$ cat src/rtl/fpu_pkg.sv
// Shared rounding definitions: mode encodings, precision LSB positions and
// helpers that slice the sticky-reduced significand for either precision.
package fpu_pkg;

  typedef enum logic [1:0] {
    RM_RNE = 2'b00,
    RM_RZ  = 2'b01,
    RM_RPI = 2'b10,
    RM_RNI = 2'b11
  } rm_e;

  // Index of the precision LSB inside the 53-bit 1.52 significand.
  localparam int unsigned LSB_DBL = 0;
  localparam int unsigned LSB_SGL = 29;

  typedef struct packed {
    logic lsb;
    logic rnd;
    logic stk;
  } grs_t;

  // f1 carries two extra low bits (round, sticky) below the 53-bit significand.
  function automatic logic [52:0] trunc_sig(input logic [54:0] f1, input logic db);
    logic [52:0] sig;
    sig = db ? f1[54:2] : {f1[54:LSB_SGL+2], {LSB_SGL{1'b0}}};
    return sig;
  endfunction

  function automatic grs_t pick_grs(input logic [54:0] f1, input logic db);
    grs_t g;
    g.lsb = db ? f1[LSB_DBL+2] : f1[LSB_SGL+2];
    g.rnd = db ? f1[LSB_DBL+1] : f1[LSB_SGL+1];
    g.stk = db ? f1[LSB_DBL]   : f1[LSB_SGL];
    return g;
  endfunction

endpackage

$ cat src/rtl/rnd_dec.sv
// Round-increment decision for the four IEEE rounding modes.
module rnd_dec
  import fpu_pkg::*;
(
  input  logic [1:0] rm,
  input  logic       sign,
  input  logic       lsb,
  input  logic       rnd,
  input  logic       stk,
  output logic       inc
);

  // Select the increment rule for the active rounding mode.
  always_comb begin
    inc = 1'b0;
    case (rm)
      RM_RNE:  inc = rnd & (lsb | stk);
      RM_RZ:   inc = 1'b0;
      RM_RPI:  inc = ~sign & (rnd | stk);
      RM_RNI:  inc = sign & (rnd | stk);
      default: inc = 1'b0;
    endcase
  end

endmodule

$ cat src/rtl/sig_round_pipe.sv
// Two-stage significand rounding pipeline with valid/ready flow control:
// stage 1 truncates and decides the increment, stage 2 adds and post-normalises.
module sig_round_pipe
  import fpu_pkg::*;
#(
  parameter int EW = 13
) (
  input  logic          clk,
  input  logic          rst,
  input  logic          in_valid,
  output logic          in_ready,
  input  logic [54:0]   f1,
  input  logic          db,
  input  logic [EW-1:0] e_in,
  input  logic          s,
  input  logic [1:0]    rm,
  output logic          out_valid,
  input  logic          out_ready,
  output logic [52:0]   f2,
  output logic [EW-1:0] e_out,
  output logic          s_out,
  output logic          inexact,
  output logic          sig_ovf
);

  grs_t          grs_s;
  logic [52:0]   trunc_s;
  logic          inc_s;

  logic          s1_valid_r;
  logic [52:0]   s1_sig_r;
  logic          s1_inc_r;
  logic          s1_inex_r;
  logic [EW-1:0] s1_exp_r;
  logic          s1_sign_r;
  logic          s1_db_r;

  logic          s1_adv_s;
  logic [53:0]   inc_vec_s;
  logic [53:0]   sum_s;
  logic          carry_s;
  logic [52:0]   f2_nxt_s;
  logic [EW-1:0] e_nxt_s;

  assign trunc_s = trunc_sig(f1, db);
  assign grs_s   = pick_grs(f1, db);

  rnd_dec u_rnd_dec (
    .rm   (rm),
    .sign (s),
    .lsb  (grs_s.lsb),
    .rnd  (grs_s.rnd),
    .stk  (grs_s.stk),
    .inc  (inc_s)
  );

  // Stage 1 may move on whenever stage 2 is empty or being drained this cycle.
  assign s1_adv_s = ~out_valid | out_ready;
  assign in_ready = ~s1_valid_r | s1_adv_s;

  // Stage 1 register: truncated significand plus rounding decision.
  always_ff @(posedge clk or posedge rst) begin
    if (rst) begin
      s1_valid_r <= 1'b0;
      s1_sig_r   <= 53'd0;
      s1_inc_r   <= 1'b0;
      s1_inex_r  <= 1'b0;
      s1_exp_r   <= {EW{1'b0}};
      s1_sign_r  <= 1'b0;
      s1_db_r    <= 1'b0;
    end else if (in_ready) begin
      s1_valid_r <= in_valid;
      if (in_valid) begin
        s1_sig_r  <= trunc_s;
        s1_inc_r  <= inc_s;
        s1_inex_r <= grs_s.rnd | grs_s.stk;
        s1_exp_r  <= e_in;
        s1_sign_r <= s;
        s1_db_r   <= db;
      end
    end
  end

  // A carry out of bit 52 leaves an all-zero fraction, so the result is 1.0 x 2^(e+1).
  assign inc_vec_s = s1_db_r ? (54'd1 << LSB_DBL) : (54'd1 << LSB_SGL);
  assign sum_s     = {1'b0, s1_sig_r} + (s1_inc_r ? inc_vec_s : 54'd0);
  assign carry_s   = sum_s[53];
  assign f2_nxt_s  = carry_s ? {1'b1, 52'd0} : sum_s[52:0];
  assign e_nxt_s   = carry_s ? (s1_exp_r + EW'(1)) : s1_exp_r;

  // Stage 2 register drives the outputs and holds them while stalled.
  always_ff @(posedge clk or posedge rst) begin
    if (rst) begin
      out_valid <= 1'b0;
      f2        <= 53'd0;
      e_out     <= {EW{1'b0}};
      s_out     <= 1'b0;
      inexact   <= 1'b0;
      sig_ovf   <= 1'b0;
    end else if (s1_adv_s) begin
      out_valid <= s1_valid_r;
      if (s1_valid_r) begin
        f2      <= f2_nxt_s;
        e_out   <= e_nxt_s;
        s_out   <= s1_sign_r;
        inexact <= s1_inex_r;
        sig_ovf <= carry_s;
      end
    end
  end

endmodule

$ cat config.mk
export PLATFORM = sky130hd
export DESIGN_NAME = sig_round_pipe
export DESIGN_NICKNAME = d
export VERILOG_FILES = /design/src/rtl/fpu_pkg.sv /design/src/rtl/rnd_dec.sv /design/src/rtl/sig_round_pipe.sv
export SDC_FILE = /design/constraint.sdc
export NUM_CORES = 1
export LEC_CHECK = 0
export CAP_MARGIN = 0
export CORE_ASPECT_RATIO = 0.5
export CORE_MARGIN = 2
export CORE_UTILIZATION = 51
export DETAILED_ROUTE_END_ITERATION = 12
export PLACE_DENSITY = 0.8
export SETUP_SLACK_MARGIN = 0.3
export SLEW_MARGIN = 30
export SYNTH_ARGS = -nofsm -noshare
export SYNTH_HDL_FRONTEND = slang
export SYNTH_HIERARCHICAL = 1
export SYNTH_SLANG_ARGS = --single-unit
$ cat constraint.sdc
create_clock -name clk -period 5.2 [get_ports clk]
set_clock_uncertainty 0.1 [all_clocks]
set_input_delay 1.04 -clock clk [delete_from_list [all_inputs] [get_ports clk]]
set_output_delay 1.04 -clock clk [all_outputs]
set_load 0.1 [all_outputs]
## After elaboration in Yosys (flattened, before gate mapping)

Cells that the tools add are included.

| storage, ports and cells | value |
|---|---|
| bits in registers | 141 |
| output and inout bits | 71 |
| logic and storage cells | 40 |

| cells by class | value |
|---|---|
| add/sub/neg operators | 2 |
| equality and inequality tests | 3 |
| multiplexer cells | 9 |
| reduce and logical (&&, ||, !) cells | 3 |
| bitwise operators | 10 |

Operator list:

| operator | count |
|---|---|
| 30-bit two-way mux | 2 |
| 53-bit by 30-bit adder with 54-bit output | 1 |
| 53-bit two-way mux | 1 |
| 29-bit two-way mux | 1 |
| 13-bit by 1-bit adder with 13-bit output (second input constant) | 1 |
| 13-bit two-way mux | 1 |
| 2-bit equality test (second input constant) | 2 |
| 1-bit bitwise OR | 4 |
| 1-bit case mux with 4 select lines | 1 |
| 2-bit AND reduction | 2 |
| 1-bit AND | 3 |
| 1-bit two-way mux | 3 |
| 1-bit NOT | 3 |
| 2-bit by 1-bit equality test with 1-bit output (second input constant) | 1 |
| 2-bit zero test | 1 |

## Depth between registers and ports, before layout

| logic depth | value |
|---|---|
| word-level depth | 4 |
| mapped depth | 10 |
| depth with buffers taken out | 9 |

## By module

The synthesis kept the hierarchy.

Modules (own cells, without submodules):

| module | cells each | area an instance (um2) | times used |
|---|---|---|---|
| sig_round_pipe | 660 | 6,636.4 | 1 |
| rnd_dec | 5 | 35.0 | 1 |

## Least setup slack after synthesis

OpenSTA, ideal clock, no wires.

| timing | value |
|---|---|
| path kind | reg-to-reg |
| start | register out_valid |
| end | register s1_db_r |
| period minus slack after synthesis | 3.488 ns |
| setup slack | 1.712 ns |
| stages on the path, launching flop included | 6 |
| arrival | 3.263 ns |
| library setup time | 0.125 ns |
| cells stage by stage | dfrtp_1 -> nand3b_1 -> nand2_1 -> clkbuf_1 -> clkbuf_1 -> mux2_2 |

| on the way | value |
|---|---|
| cells in the longest elaborated chain, start to end | 4 |

Ends and longest elaborated chain:

| element | RTL line | text |
|---|---|---|
| from (decl) | sig_round_pipe.sv:17 | `output logic out_valid,` |
| from (signal assigned) | sig_round_pipe.sv:101 | `out_valid <= s1_valid_r;` |
| 1-bit NOT | sig_round_pipe.sv:58 | `assign s1_adv_s = ~out_valid \| out_ready;` |
| 1-bit bitwise OR | sig_round_pipe.sv:58 |  |
| 1-bit bitwise OR | sig_round_pipe.sv:59 | `assign in_ready = ~s1_valid_r \| s1_adv_s;` |
| named net in_ready | sig_round_pipe.sv:11 | `output logic in_ready,` |
| 2-bit AND reduction (no line) | - |  |
| to (signal assigned) | sig_round_pipe.sv:70 | `s1_db_r <= 1'b0;` |
| to (signal assigned) | sig_round_pipe.sv:79 | `s1_db_r <= db;` |
| to (decl) | sig_round_pipe.sv:36 | `logic s1_db_r;` |

The timed path passes the listed nets, and every way through them passes these cells.
A chain may end at the register's enable or synchronous reset.

## Worst setup path after layout

| timing | value |
|---|---|
| start | input out_ready |
| end | output in_ready |

| on the way | value |
|---|---|
| cells in the longest elaborated chain, start to end | 2 |

Ends and longest elaborated chain:

| element | RTL line | text |
|---|---|---|
| from (decl) | sig_round_pipe.sv:18 | `input logic out_ready,` |
| 1-bit bitwise OR | sig_round_pipe.sv:58 |  |
| 1-bit bitwise OR | sig_round_pipe.sv:59 |  |
| to (decl) | sig_round_pipe.sv:11 |  |

Every way passes these cells.

==> results.sh <==
export IMPL_maxSlewHeadroom_pct=31.2
export IMPL_nets=878
export IMPL_hold_path_depth=2
export IMPL_grt_antenna_before_repair=0
export IMPL_clk_pin_slew_ns=0.05
export IMPL_vias_per_cell=5.34
export IMPL_start_util_pct=52.5
export IMPL_p_leak_nw=3.62
export IMPL_netlist_area_sq_um=6670
export IMPL_synthTopCellsByArea="dfrtp_1 (53%), nand2_1 (8.9%), mux2_2 (6.9%)"
export IMPL_min_period_over_period_pct=62.3
export IMPL_ir_worst_vdd_v=0.000349
export IMPL_hold_viol_final=0
export IMPL_dr_first_iter_drc_count=274
export IMPL_cts_hold_buf=0
export IMPL_grt_overflow=0
export IMPL_drtAntennaViolNets=0
export IMPL_diodes=0
export IMPL_slew_violations=0
export IMPL_synth_nets=745
export IMPL_synth_top_area_share_pct=52.9
export IMPL_timing_rr_start="s1_db_r"
export IMPL_cts_resized=0
export IMPL_synth_area_leader_cell="dfrtp_1"
export IMPL_async_flop_share_pct=100
export IMPL_rsz0062_at_grt="no"
export IMPL_yosysWarnings=6
export IMPL_synthMuxAreaShare_pct=7.07
export IMPL_cts_buffers=17
export IMPL_ys_top_cells_by_count="nand2_1 (159), dfrtp_1 (141), o21ai_0 (75)"
export IMPL_grt_use_total_pct=22.4
export IMPL_drive_gt1_share_pct=11.2
export IMPL_synth_edf_count=0
export IMPL_dp_hpwl_um=10500
export IMPL_cp_end_kind="output pin"
export IMPL_syn_to_final_growth_pct=33.1
export IMPL_syn_area_per_cell_sq_um=10.0
export IMPL_synth_fa_ha_area_share_pct=0.750
export IMPL_power_density_nw_per_um2=463
export IMPL_rows=29
export IMPL_yosysSeqAreaShare_pct=52.9
export IMPL_post_synth_and_or_nand_nor_area_fraction_pct=19.5
export IMPL_yosysMostFrequentCell="nand2_1"
export IMPL_cts_setup_buffers=0
export IMPL_drt_wirelength_per_cell_um=15.6
export IMPL_hold_class="flip-flop to flip-flop"
export IMPL_synth_top_family_by_area="simple AND/OR/NAND/NOR gates"
export IMPL_clkSinkCount=141
export IMPL_path_class="input port to output pin"
export IMPL_grt_max_degree=108
export IMPL_port_buffers=146
export IMPL_crit_required_ns=4.06
export IMPL_synthXorXnorAreaFrac_pct=8.14
export IMPL_cts_buffer_depth=2
export IMPL_status="completed"
export IMPL_die_x_um=166
export IMPL_final_setup_viol_count=0
export IMPL_grt_pass1_vias=5157
export IMPL_ys_flop_type="dfrtp_1"
export IMPL_worstHoldStart="s1_sign_r"
export IMPL_dieHeight_um=84.9
export IMPL_fin_crit_ns=3.24
export IMPL_reg2reg_depth=8
export IMPL_synth_cells=665
export IMPL_worst_slew_pin_slew_ns=1.03
export IMPL_cts_tree="built"
export IMPL_worstPathArrival_ns=2.10
export IMPL_fin_tns_setup_ns=0
export IMPL_coreArea_sq_um=12700
export IMPL_synth_compound_area_share_pct=9.10
export IMPL_ys_seq_elements=141
export IMPL_wl_um=15300
export IMPL_hold_ws_ns=0.364
export IMPL_htree_num_levels=4
export IMPL_crit_start="out_ready"
export IMPL_grt_first_pass_wirelength_um=25100
export IMPL_ios=147
export IMPL_drv_cap=0
export IMPL_remaining_drc_errors=0
export IMPL_gp_congestion=0.820
export IMPL_critPathLaunchType="input port"
export IMPL_path_max_fanout=3
export IMPL_drtPass1Iterations=5
export IMPL_insertion_delay_ns=0.41
export IMPL_cts_root_buf="clkbuf_16"
export IMPL_synthDistinctLibCells=43
export IMPL_vias=5237
export IMPL_fmax_ghz=0.308
export IMPL_dieArea_sq_um=14100
## sequential cells by signal, summed over array words and instances (netlist names)
register    cells
e_out          13
f2             53
inexact         1
out_valid       1
s1_db_r         1
s1_exp_r       13
s1_inc_r        1
s1_inex_r       1
s1_sig_r       53
s1_sign_r       1
s1_valid_r      1
s_out           1
sig_ovf         1
## final timing paths
path / end / slack [ns]
max: in_ready / 1.96
min: s_out / 0.36
max reg2reg: f2[51] / 2.18
min reg2reg: s_out / 0.36
max in group asynchronous: s1_sig_r[14] / 2.95
min in group asynchronous: f2[49] / 1.05
## power by group
group	total (W)	internal, W	switching [W]
Combinational	0.00140	0.000367	0.00103
Sequential	0.00142	0.00128	0.000148
Clock	0.00128	0.000829	0.000453
Total	0.00411	0.00247	0.00164
## layout make-up
type	count	area, sq um
multi-input cells	486	3010
fillers	956	3820
flip-flops and latches	141	3530
repair buffers	149	1490
well taps	170	213
inverters	3	15.0
clock buffers	22	464
clock inverters	10	163
## per-layer routing
metal,share of wire (%),track usage [%]
met5,0,0
met3,4.5,4.62
met2,50,39.3
met1,44,28.4
met4,1.6,7.19
## critical path: stages
cell             delay (ns)
clkdlybuf4s50_1        0.46
nand3b_1               0.25
buf_4                  0.35
## metrics by stage
step | util [%] | cell area, sq um | std cells | power, W | setup WS (ns)
after floorplan | - | 6680 | 665 | 0.00247 | 1.71
after global placement | 64.9 | 8240 | 949 | 0.00282 | 1.77
after detailed placement | 64.9 | 8240 | 949 | 0.00285 | 1.96
after CTS | 69.9 | 8870 | 981 | 0.00413 | 1.96
after global routing | 69.9 | 8880 | 981 | 0.00426 | 1.87
final | 69.9 | 8880 | 981 | 0.00411 | 1.96
## cell families after synthesis
kind of cell	count (synthesis)
flops	141
xor+xnor	62
fa+ha+maj	4
mux	42
buf+inv	38
simple gates	272
compound gates	106
## cell usage in the layout (no fill, tap or decap), types with 10 or more instances in the layout
cell | Yosys | layout
clkbuf_16 | 0 | 17
nor3_1 | 10 | 10
and3_1 | 10 | 10
nand3_1 | 20 | 20
o21ai_0 | 75 | 75
xnor2_1 | 24 | 24
clkdlybuf4s50_1 | 0 | 144
nand4_1 | 19 | 19
mux2_2 | 41 | 41
xor2_1 | 38 | 38
dfrtp_1 | 141 | 141
nor2_1 | 21 | 21
nand2_1 | 159 | 157
o31ai_1 | 22 | 22
Power figures use the tool's default switching activity.
